**src/rtl/knap_search.sv**
```systemverilog
// knap_search
// Exhaustive subset enumerator for the knapsack checker. After a start it
// issues every N_ITEMS-bit subset in ascending order, one per cycle. It
// lines the checker's verdicts up with the subset that produced them,
// using a CHK_LAT-deep tag pipeline, and accumulates three results: the
// number of valid subsets, the first valid subset and the valid subset
// with the highest value.
//
// Ports:
//   clk, rst              rising-edge clock, asynchronous active-high reset
//   start, abort, hold    launch, cancel and issue-stall controls
//   cand, cand_vld        candidate item-select vector and its issue strobe
//   chk_valid             checker verdict, CHK_LAT cycles after the issue
//   busy, done, aborted   status (busy in RUN/DRAIN) and one-cycle pulses
//   num_valid, first_set, best_set, best_value, best_found
//                         accumulated search results
module knap_search #(
  parameter int                       N_ITEMS     = 5,
  parameter int                       VAL_W       = 7,
  parameter logic [N_ITEMS*VAL_W-1:0] ITEM_VALUES = {7'd10, 7'd1, 7'd2, 7'd2, 7'd4},
  parameter int                       CHK_LAT     = 0
) (
  input  logic               clk,
  input  logic               rst,
  input  logic               start,
  input  logic               abort,
  input  logic               hold,
  output logic [N_ITEMS-1:0] cand,
  output logic               cand_vld,
  input  logic               chk_valid,
  output logic               busy,
  output logic               done,
  output logic               aborted,
  output logic [N_ITEMS:0]   num_valid,
  output logic [N_ITEMS-1:0] first_set,
  output logic [N_ITEMS-1:0] best_set,
  output logic [VAL_W-1:0]   best_value,
  output logic               best_found
);

  typedef enum logic [1:0] {
    ST_IDLE  = 2'd0,
    ST_RUN   = 2'd1,
    ST_DRAIN = 2'd2,
    ST_DONE  = 2'd3
  } state_t;

  localparam int DW = (CHK_LAT > 0) ? $clog2(CHK_LAT + 1) : 1;
  localparam logic [N_ITEMS-1:0] LAST_CAND  = {N_ITEMS{1'b1}};
  localparam logic [DW-1:0]      DRAIN_LAST = DW'((CHK_LAT > 0) ? (CHK_LAT - 1) : 0);

  state_t             state_r;
  state_t             state_s;
  logic [N_ITEMS-1:0] cnt_r;
  logic [DW-1:0]      drain_cnt_r;
  logic               start_go_s;
  logic               abort_go_s;
  logic               active_s;
  logic               last_issue_s;
  logic [N_ITEMS-1:0] al_set_s;
  logic               al_vld_s;
  logic               hit_s;
  logic [VAL_W-1:0]   tag_val_s;

  // Sum of the item values selected by a subset, at VAL_W bits.
  function automatic logic [VAL_W-1:0] subset_value(input logic [N_ITEMS-1:0] sel);
    logic [VAL_W-1:0] acc;
    acc = {VAL_W{1'b0}};
    for (int i = 0; i < N_ITEMS; i++) begin
      acc = acc + (sel[i] ? ITEM_VALUES[i*VAL_W +: VAL_W] : {VAL_W{1'b0}});
    end
    return acc;
  endfunction

  assign active_s     = (state_r == ST_RUN) || (state_r == ST_DRAIN);
  // abort wins over start when both arrive together in IDLE
  assign start_go_s   = (state_r == ST_IDLE) && start && !abort;
  assign abort_go_s   = active_s && abort;
  // the candidate on the outputs right now is the final subset
  assign last_issue_s = (state_r == ST_RUN) && cand_vld && (cand == LAST_CAND);

  // Next-state selection.
  always_comb begin
    state_s = state_r;
    case (state_r)
      ST_IDLE: begin
        if (start_go_s) begin
          state_s = ST_RUN;
        end else begin
          state_s = ST_IDLE;
        end
      end
      ST_RUN: begin
        if (abort) begin
          state_s = ST_IDLE;
        end else if (last_issue_s) begin
          state_s = (CHK_LAT > 0) ? ST_DRAIN : ST_DONE;
        end else begin
          state_s = ST_RUN;
        end
      end
      ST_DRAIN: begin
        if (abort) begin
          state_s = ST_IDLE;
        end else if (drain_cnt_r == DRAIN_LAST) begin
          state_s = ST_DONE;
        end else begin
          state_s = ST_DRAIN;
        end
      end
      ST_DONE: state_s = ST_IDLE;
      default: state_s = ST_IDLE;
    endcase
  end

  // State, status pulses and candidate issue registers.
  always_ff @(posedge clk or posedge rst) begin
    if (rst) begin
      state_r     <= ST_IDLE;
      cand        <= {N_ITEMS{1'b0}};
      cand_vld    <= 1'b0;
      cnt_r       <= {N_ITEMS{1'b0}};
      drain_cnt_r <= {DW{1'b0}};
      busy        <= 1'b0;
      done        <= 1'b0;
      aborted     <= 1'b0;
    end else begin
      state_r     <= state_s;
      busy        <= (state_s == ST_RUN) || (state_s == ST_DRAIN);
      done        <= (state_s == ST_DONE);
      aborted     <= abort_go_s;
      drain_cnt_r <= (state_r == ST_DRAIN) ? (drain_cnt_r + {{(DW-1){1'b0}}, 1'b1}) : {DW{1'b0}};
      if (start_go_s) begin
        // subset 0 goes out in the cycle right after start; cnt_r is the next index
        cand     <= {N_ITEMS{1'b0}};
        cand_vld <= 1'b1;
        cnt_r    <= {{(N_ITEMS-1){1'b0}}, 1'b1};
      end else if ((state_r == ST_RUN) && !abort && !last_issue_s && !hold) begin
        cand     <= cnt_r;
        cand_vld <= 1'b1;
        cnt_r    <= cnt_r + {{(N_ITEMS-1){1'b0}}, 1'b1};
      end else begin
        cand_vld <= 1'b0;
      end
    end
  end

  generate
    if (CHK_LAT > 0) begin : g_tag_pipe
      logic [N_ITEMS-1:0] tag_set_r [CHK_LAT];
      logic               tag_vld_r [CHK_LAT];

      // Tag pipeline carrying issued subsets (and hold bubbles) to their verdicts.
      always_ff @(posedge clk or posedge rst) begin
        if (rst) begin
          for (int i = 0; i < CHK_LAT; i++) begin
            tag_set_r[i] <= {N_ITEMS{1'b0}};
            tag_vld_r[i] <= 1'b0;
          end
        end else begin
          tag_set_r[0] <= cand;
          tag_vld_r[0] <= cand_vld && !abort_go_s;
          for (int i = 1; i < CHK_LAT; i++) begin
            tag_set_r[i] <= tag_set_r[i-1];
            // on abort, every tag still in flight is dropped
            tag_vld_r[i] <= tag_vld_r[i-1] && !abort_go_s;
          end
        end
      end

      assign al_set_s = tag_set_r[CHK_LAT-1];
      assign al_vld_s = tag_vld_r[CHK_LAT-1];
    end else begin : g_no_pipe
      assign al_set_s = cand;
      assign al_vld_s = cand_vld;
    end
  endgenerate

  assign tag_val_s = subset_value(al_set_s);
  // a verdict arriving in the same cycle as an accepted abort is discarded
  assign hit_s     = active_s && !abort && al_vld_s && chk_valid;

  // Result accumulation; cleared on launch, retained afterwards.
  always_ff @(posedge clk or posedge rst) begin
    if (rst) begin
      num_valid  <= {(N_ITEMS+1){1'b0}};
      first_set  <= {N_ITEMS{1'b0}};
      best_set   <= {N_ITEMS{1'b0}};
      best_value <= {VAL_W{1'b0}};
      best_found <= 1'b0;
    end else if (start_go_s) begin
      num_valid  <= {(N_ITEMS+1){1'b0}};
      first_set  <= {N_ITEMS{1'b0}};
      best_set   <= {N_ITEMS{1'b0}};
      best_value <= {VAL_W{1'b0}};
      best_found <= 1'b0;
    end else if (hit_s) begin
      num_valid <= num_valid + {{N_ITEMS{1'b0}}, 1'b1};
      if (!best_found) begin
        first_set  <= al_set_s;
        best_found <= 1'b1;
      end
      // strict compare: on a tie the earlier (lower) subset is kept
      if (!best_found || (tag_val_s > best_value)) begin
        best_set   <= al_set_s;
        best_value <= tag_val_s;
      end
    end
  end

endmodule
```
**config.mk**
```make
export PLATFORM = sky130hd
export DESIGN_NAME = knap_search
export DESIGN_NICKNAME = d
export VERILOG_FILES = /design/src/rtl/knap_search.sv
export SDC_FILE = /design/constraint.sdc
export NUM_CORES = 1
export LEC_CHECK = 0
export ABC_AREA = 1
export CAP_MARGIN = 20
export CORE_MARGIN = 4
export CORE_UTILIZATION = 51
export CTS_CLUSTER_DIAMETER = 120
export DETAILED_ROUTE_END_ITERATION = 10
export PLACE_DENSITY = 0.78
export SETUP_SLACK_MARGIN = 0.2
export SYNTH_ARGS = -nofsm -noshare
export SYNTH_HDL_FRONTEND = slang
export SYNTH_SLANG_ARGS = --single-unit
export TNS_END_PERCENT = 10
```
**constraint.sdc**
```tcl
create_clock -name clk -period 2.5 [get_ports clk]
set_input_delay 0.375 -clock clk [delete_from_list [all_inputs] [get_ports clk]]
set_output_delay 0.375 -clock clk [all_outputs]
set_load 0.05 [all_outputs]
```
# After elaboration in Yosys (flattened, before gate mapping)

Cells that the tools add are included.

Muxes and demuxes: 31
Equality and inequality tests: 8
$lt $le $gt $ge: 1
Reduce and logical (&&, ||, !) cells: 24
$add $sub $neg: 7

Operators by type and width:

| cell                                                 | number |
|---|---|
| two-way mux 5 bit                                    | 10 |
| two-way mux 7 bit                                    | 3 |
| two-way mux 6 bit                                    | 2 |
| logical AND 1 bit                                    | 11 |
| two-way mux 2 bit                                    | 5 |
| equality test 2 bit (second input constant)          | 4 |
| two-way mux 1 bit                                    | 8 |
| case mux 2 bit (4 select lines)                      | 1 |
| adder 6 x 4 -> 7 bit                                 | 1 |
| > comparator 7 bit                                   | 1 |
| adder 5 x 1 -> 6 bit                                 | 1 |
| adder 6 x 1 -> 6 bit (second input constant)         | 1 |
| nonzero test 2 bit                                   | 3 |
| adder 4 x 2 -> 5 bit                                 | 1 |
| adder 5 x 1 -> 5 bit (second input constant)         | 1 |
| equality test 5 bit (second input constant)          | 1 |
| adder 3 x 2 -> 4 bit                                 | 1 |
| equality test 2 x 1 -> 1 bit (second input constant) | 2 |
| zero test 1 bit                                      | 4 |
| two-way mux 4 bit                                    | 1 |
| AND reduction 2 bit                                  | 2 |
| logical OR 1 bit                                     | 3 |
| two-way mux 3 bit                                    | 1 |
| zero test 2 bit                                      | 1 |
| 2 further kinds                                      | 2 |

Register bits: 41
Bits of input ports: 6

# Depth between registers and ports, before layout

Depth in word-level cells: 10
Mapped depth: 12
Gate-level depth less buffers: 12

# Least setup slack after synthesis

Ideal clock, no wire load.

Path kind: reg-to-reg
Start: reg cand[1]
End: reg best_set[3]
Library setup time: 0.119 ns
Cell stages (with the launch flop): 12
Slack: 0.000 ns
Period minus slack after synthesis: 2.500 ns
Arrival time: 2.381 ns
Required time: 2.381 ns
Path buffers: 0
Cell sequence: dfrtp_1 > fa_1 > ha_1 > ha_1 > ha_1 > nand3_1 > nor2_1 > a21oi_4 > nand2_4 > nand2_8 > nand2_1 > nand2_1

Cells in the longest elaborated chain, start to end: 9

RTL lines:

| what                                 | line | source |
|---|---|---|
| from (decl)                          | 28   | `output logic [N_ITEMS-1:0] cand,` |
| from (signal assigned)               | 120  | `cand <= {N_ITEMS{1'b0}};` |
| from (signal assigned)               | 135  | `cand <= {N_ITEMS{1'b0}};` |
| from (signal assigned)               | 139  | `cand <= cnt_r;` |
| two-way mux 2 bit                    | 70   | `acc = acc + (sel[i] ? ITEM_VALUES[i*VAL_W +: VAL_W] : {VAL_W{1'b0}});` |
| adder 3 x 2 -> 4 bit                 | 70   |  |
| adder 4 x 2 -> 5 bit                 | 70   |  |
| adder 5 x 1 -> 6 bit                 | 70   |  |
| adder 6 x 4 -> 7 bit                 | 70   |  |
| > comparator 7 bit                   | 204  | `if (!best_found \|\| (tag_val_s > best_value)) begin` |
| logical OR 1 bit                     | 204  |  |
| nonzero test 2 bit (no source line)  | -    |  |
| AND reduction 2 bit (no source line) | -    |  |
| to (signal assigned)                 | 188  | `best_set <= {N_ITEMS{1'b0}};` |
| to (signal assigned)                 | 194  | `best_set <= {N_ITEMS{1'b0}};` |
| to (signal assigned)                 | 205  | `best_set <= al_set_s;` |
| to (decl)                            | 36   | `output logic [N_ITEMS-1:0] best_set,` |

No other way between the ends.
A chain may end at the register's enable or synchronous reset.

# Worst setup path after layout

Start: reg cand[4]
End: reg best_value[2]

Cells in the longest elaborated chain, start to end: 6
Elaborated cells on any way between the ends: 9
Classes of those cells: add/sub (1); order compare (1); mux (4); reduce/logical (3)

RTL lines:

| what                                 | line | source |
|---|---|---|
| two-way mux 4 bit (*)                | 70   |  |
| adder 6 x 4 -> 7 bit (*)             | 70   |  |
| > comparator 7 bit                   | 204  |  |
| logical OR 1 bit                     | 204  |  |
| nonzero test 2 bit (no source line)  | -    |  |
| AND reduction 2 bit (no source line) | -    |  |
| to (signal assigned)                 | 189  | `best_value <= {VAL_W{1'b0}};` |
| to (signal assigned)                 | 195  | `best_value <= {VAL_W{1'b0}};` |
| to (signal assigned)                 | 206  | `best_value <= tag_val_s;` |
| to (decl)                            | 37   | `output logic [VAL_W-1:0] best_value,` |

Mark *: on every way between the ends. The rest lies on a longest branch, timed or not. The select of a mux whose other input is x is not followed.

==> flow_metrics.py <==
metrics = {
    "grt": {
        "first_global_vias": 1621,
        "grt_max_degree": 39,
        "antenna_found_initial": 0,
        "grt-ovfl-total": 0,
        "grt_pass1_wl_um": 7630,
        "track_usage": 0.191,
    },
    "critical_path": {
        "startpoint_type": "register",
        "critPathRequiredTime_ps": 2680,
        "critPathKind": "register to register",
        "end_kind": "register",
        "r2r_slack_ps": 160,
        "cp.arrival_ps": 2510,
        "crit_path_max_fanout": 7,
    },
    "floorplanning": {
        "initial_core_util": 0.536,
        "die_area_um2": 5000,
        "rows": 22,
        "pin_count": 39,
        "core_area_um2": 3740,
        "die_w_um": 70.7,
        "dieHeight_um": 70.7,
    },
    "timing": {
        "hold_viol": 0,
        "min_period_ps": 2340,
        "finClkSkew_ps": 1.65,
        "slew_violations": 0,
        "finalSetupTns_ps": 0,
        "relSlewSlack": 0.258,
        "worst_pin_slew_ps": 1110,
        "period_share": 0.935,
        "setup_violations": 0,
        "rsz0062_at_grt": "true",
        "fmax_ghz": 0.428,
    },
    "clock_tree": {
        "h-tree-depth": 2,
        "cts_made_buffers": 5,
        "tritoncts": "done",
        "clockRootBuffer": "clkbuf_8",
        "clk_latency_ps": 290,
        "clkSinkCount": 38,
        "cts-hold-fix-buffers": 0,
        "clockBufferDepth": 2,
        "clk_pin_slew_worst_paths_ps": 70,
    },
    "run_status": {
        "status": "finished, final reports clean",
    },
    "routing": {
        "drt_iter0_drc": 126,
        "drc_errors": 0,
        "wl_met1_um": 2120,
        "viasPerCell": 5.31,
        "routedWlPerCell_um": 15.3,
        "first_pass_iters": 5,
        "top_layer": "met4",
        "dr_wl_met2_um": 2550,
        "final_antenna_net_count": 0,
        "vias": 1741,
        "wl_um": 5010,
        "wl_met3_um": 268,
    },
    "job": {
        "maxCapViolations": 0,
    },
    "power_and_ir_drop": {
        "vdd_drop_max_mv": 0.414,
        "leakage_nw": 1.32,
        "power_per_cell_area_nw_per_um2": 608,
    },
    "finish": {
        "instances_no_fill": 328,
        "nets": 299,
        "drive_gt1_frac": 0.200,
        "antenna_cells": 0,
        "area_growth_pct": 35.4,
    },
    "yosys": {
        "synth_edf_count": 0,
        "synth_cells": 230,
        "seq_area_frac_synth": 0.474,
        "synth-seq-cells": 38,
        "ys_types": 30,
        "yosysWarnings": 0,
        "synth_flop_cell": "dfrtp_1",
        "syn_area_um2": 2010,
        "async_reset_ff_frac": 1.00,
        "avgSynthCellArea_um2": 8.73,
    },
    "worst_hold_path": {
        "hp-class": "register to register",
    },
    "place": {
        "port_buffers": 36,
        "placed_cells": 311,
        "gp_congestion": 0.845,
        "dp_hpwl_um": 3180,
    },
}
==> where the power goes <==
part / switching (mW) / total (mW) / internal [mW]
clock network: 0.220 / 0.441 / 0.222
registers: 0.0450 / 0.704 / 0.659
logic: 0.333 / 0.507 / 0.173
total: 0.598 / 1.65 / 1.05
==> what timing repair did <==
item	in CTS	in global routing
setup buffers	6	2
setup endpoints to repair	6	9
gates cloned	0	1
gates resized for setup	0	25
pin swaps	2	13
==> final cells by class <==
type,count,area (um2)
Clock inverter,2,12.5
Multi-Input combinational cell,155,1020
Timing Repair Buffer,49,473
Inverter,30,113
Sequential cell,38,955
Clock buffer,6,82.6
Tap cell,48,60.1
Fill cell,287,1030
==> through the flow <==
stage          power [mW]  setup slack [ps]  area (um2)   util  hold slack [ps]
6_report             1.65               162        2720  0.726              436
5_1_grt              1.73              79.2        2720  0.726              453
4_1_cts              1.61               209        2560  0.684              411
3_5_place_dp         1.16               164        2420  0.647              401
3_3_place_gp         1.15               243        2420  0.647              399
2_1_floorplan        1.02               212        2030      -              389
==> final timing paths <==
check / from / end / cells past startpoint
max: cand[4] / best_value[2] / 11
min: drain_cnt_r / drain_cnt_r / 1
max reg2reg: cand[4] / best_value[2] / 11
min reg2reg: drain_cnt_r / drain_cnt_r / 1
max in group asynchronous: rst / cand[1] / 3
min in group asynchronous: rst / aborted / 3
==> flip-flops by register name, summed over array words and instances (netlist names) <==
register,cells
busy,1
first_set,5
drain_cnt_r,1
best_set,5
aborted,1
done,1
cnt_r,5
cand_vld,1
cand,5
best_value,4
num_valid,6
state_r,2
best_found,1
==> logic make-up after synthesis <==
| logic type | synth area share |
|---|---|
| buf+inv | 0.0910 |
| fa+ha+maj | 0.0910 |
| simple gates | 0.262 |
| compound gates | 0.0673 |
| other cells | 0.00187 |
| xor+xnor | 0.0131 |
| flops | 0.474 |
==> synthesized netlist by cell type (2+ instances only) <==
cell	number	share of area
o21ai_1	5	0.012
nand2_1	58	0.11
nand4_1	5	0.016
nand3_1	23	0.057
a21oi_1	4	0.010
o21ai_0	10	0.025
nor2_1	17	0.032
inv_1	28	0.052
dfrtp_1	38	0.47
buf_4	5	0.019
nor3_1	2	0.0050
buf_6	2	0.011
buf_2	2	0.0050
ha_1	13	0.081
inv_2	2	0.0037
xnor2_1	2	0.0087
==> per-layer routing <==
metal / vias up / track usage
met4: 0 / 0.0752
met3: 8 / 0.0384
met1: 847 / 0.250
li1: 831 / -
met2: 55 / 0.312
met5: - / 0
==> critical path: stages, from the launching register on <==
cell and delay, ps:
dfrtp_2 430, fa_2 420, ha_4 180, ha_4 220, ha_4 280, nand3_4 60, nor2_4 130, a21oi_4 50
nand2_4 160, nand2_8 100, nand2_1 120, nand2_1 70
==> placed cells by master (no fill, tap or decap), types with 4 or more instances in the layout <==
cell type        count
nand2_1             50
clkdlybuf4s50_1     36
dfrtp_1             35
inv_1               28
nand3_1             19
nor2_1              16
o21ai_0             10
buf_4                9
ha_1                 8
nand2_2              7
clkbuf_8             6
o21ai_1              5
nand4_1              5
ha_4                 5
nand3_2              4
nand2_4              4
buf_6                4
Power figures use the tool's default switching activity.
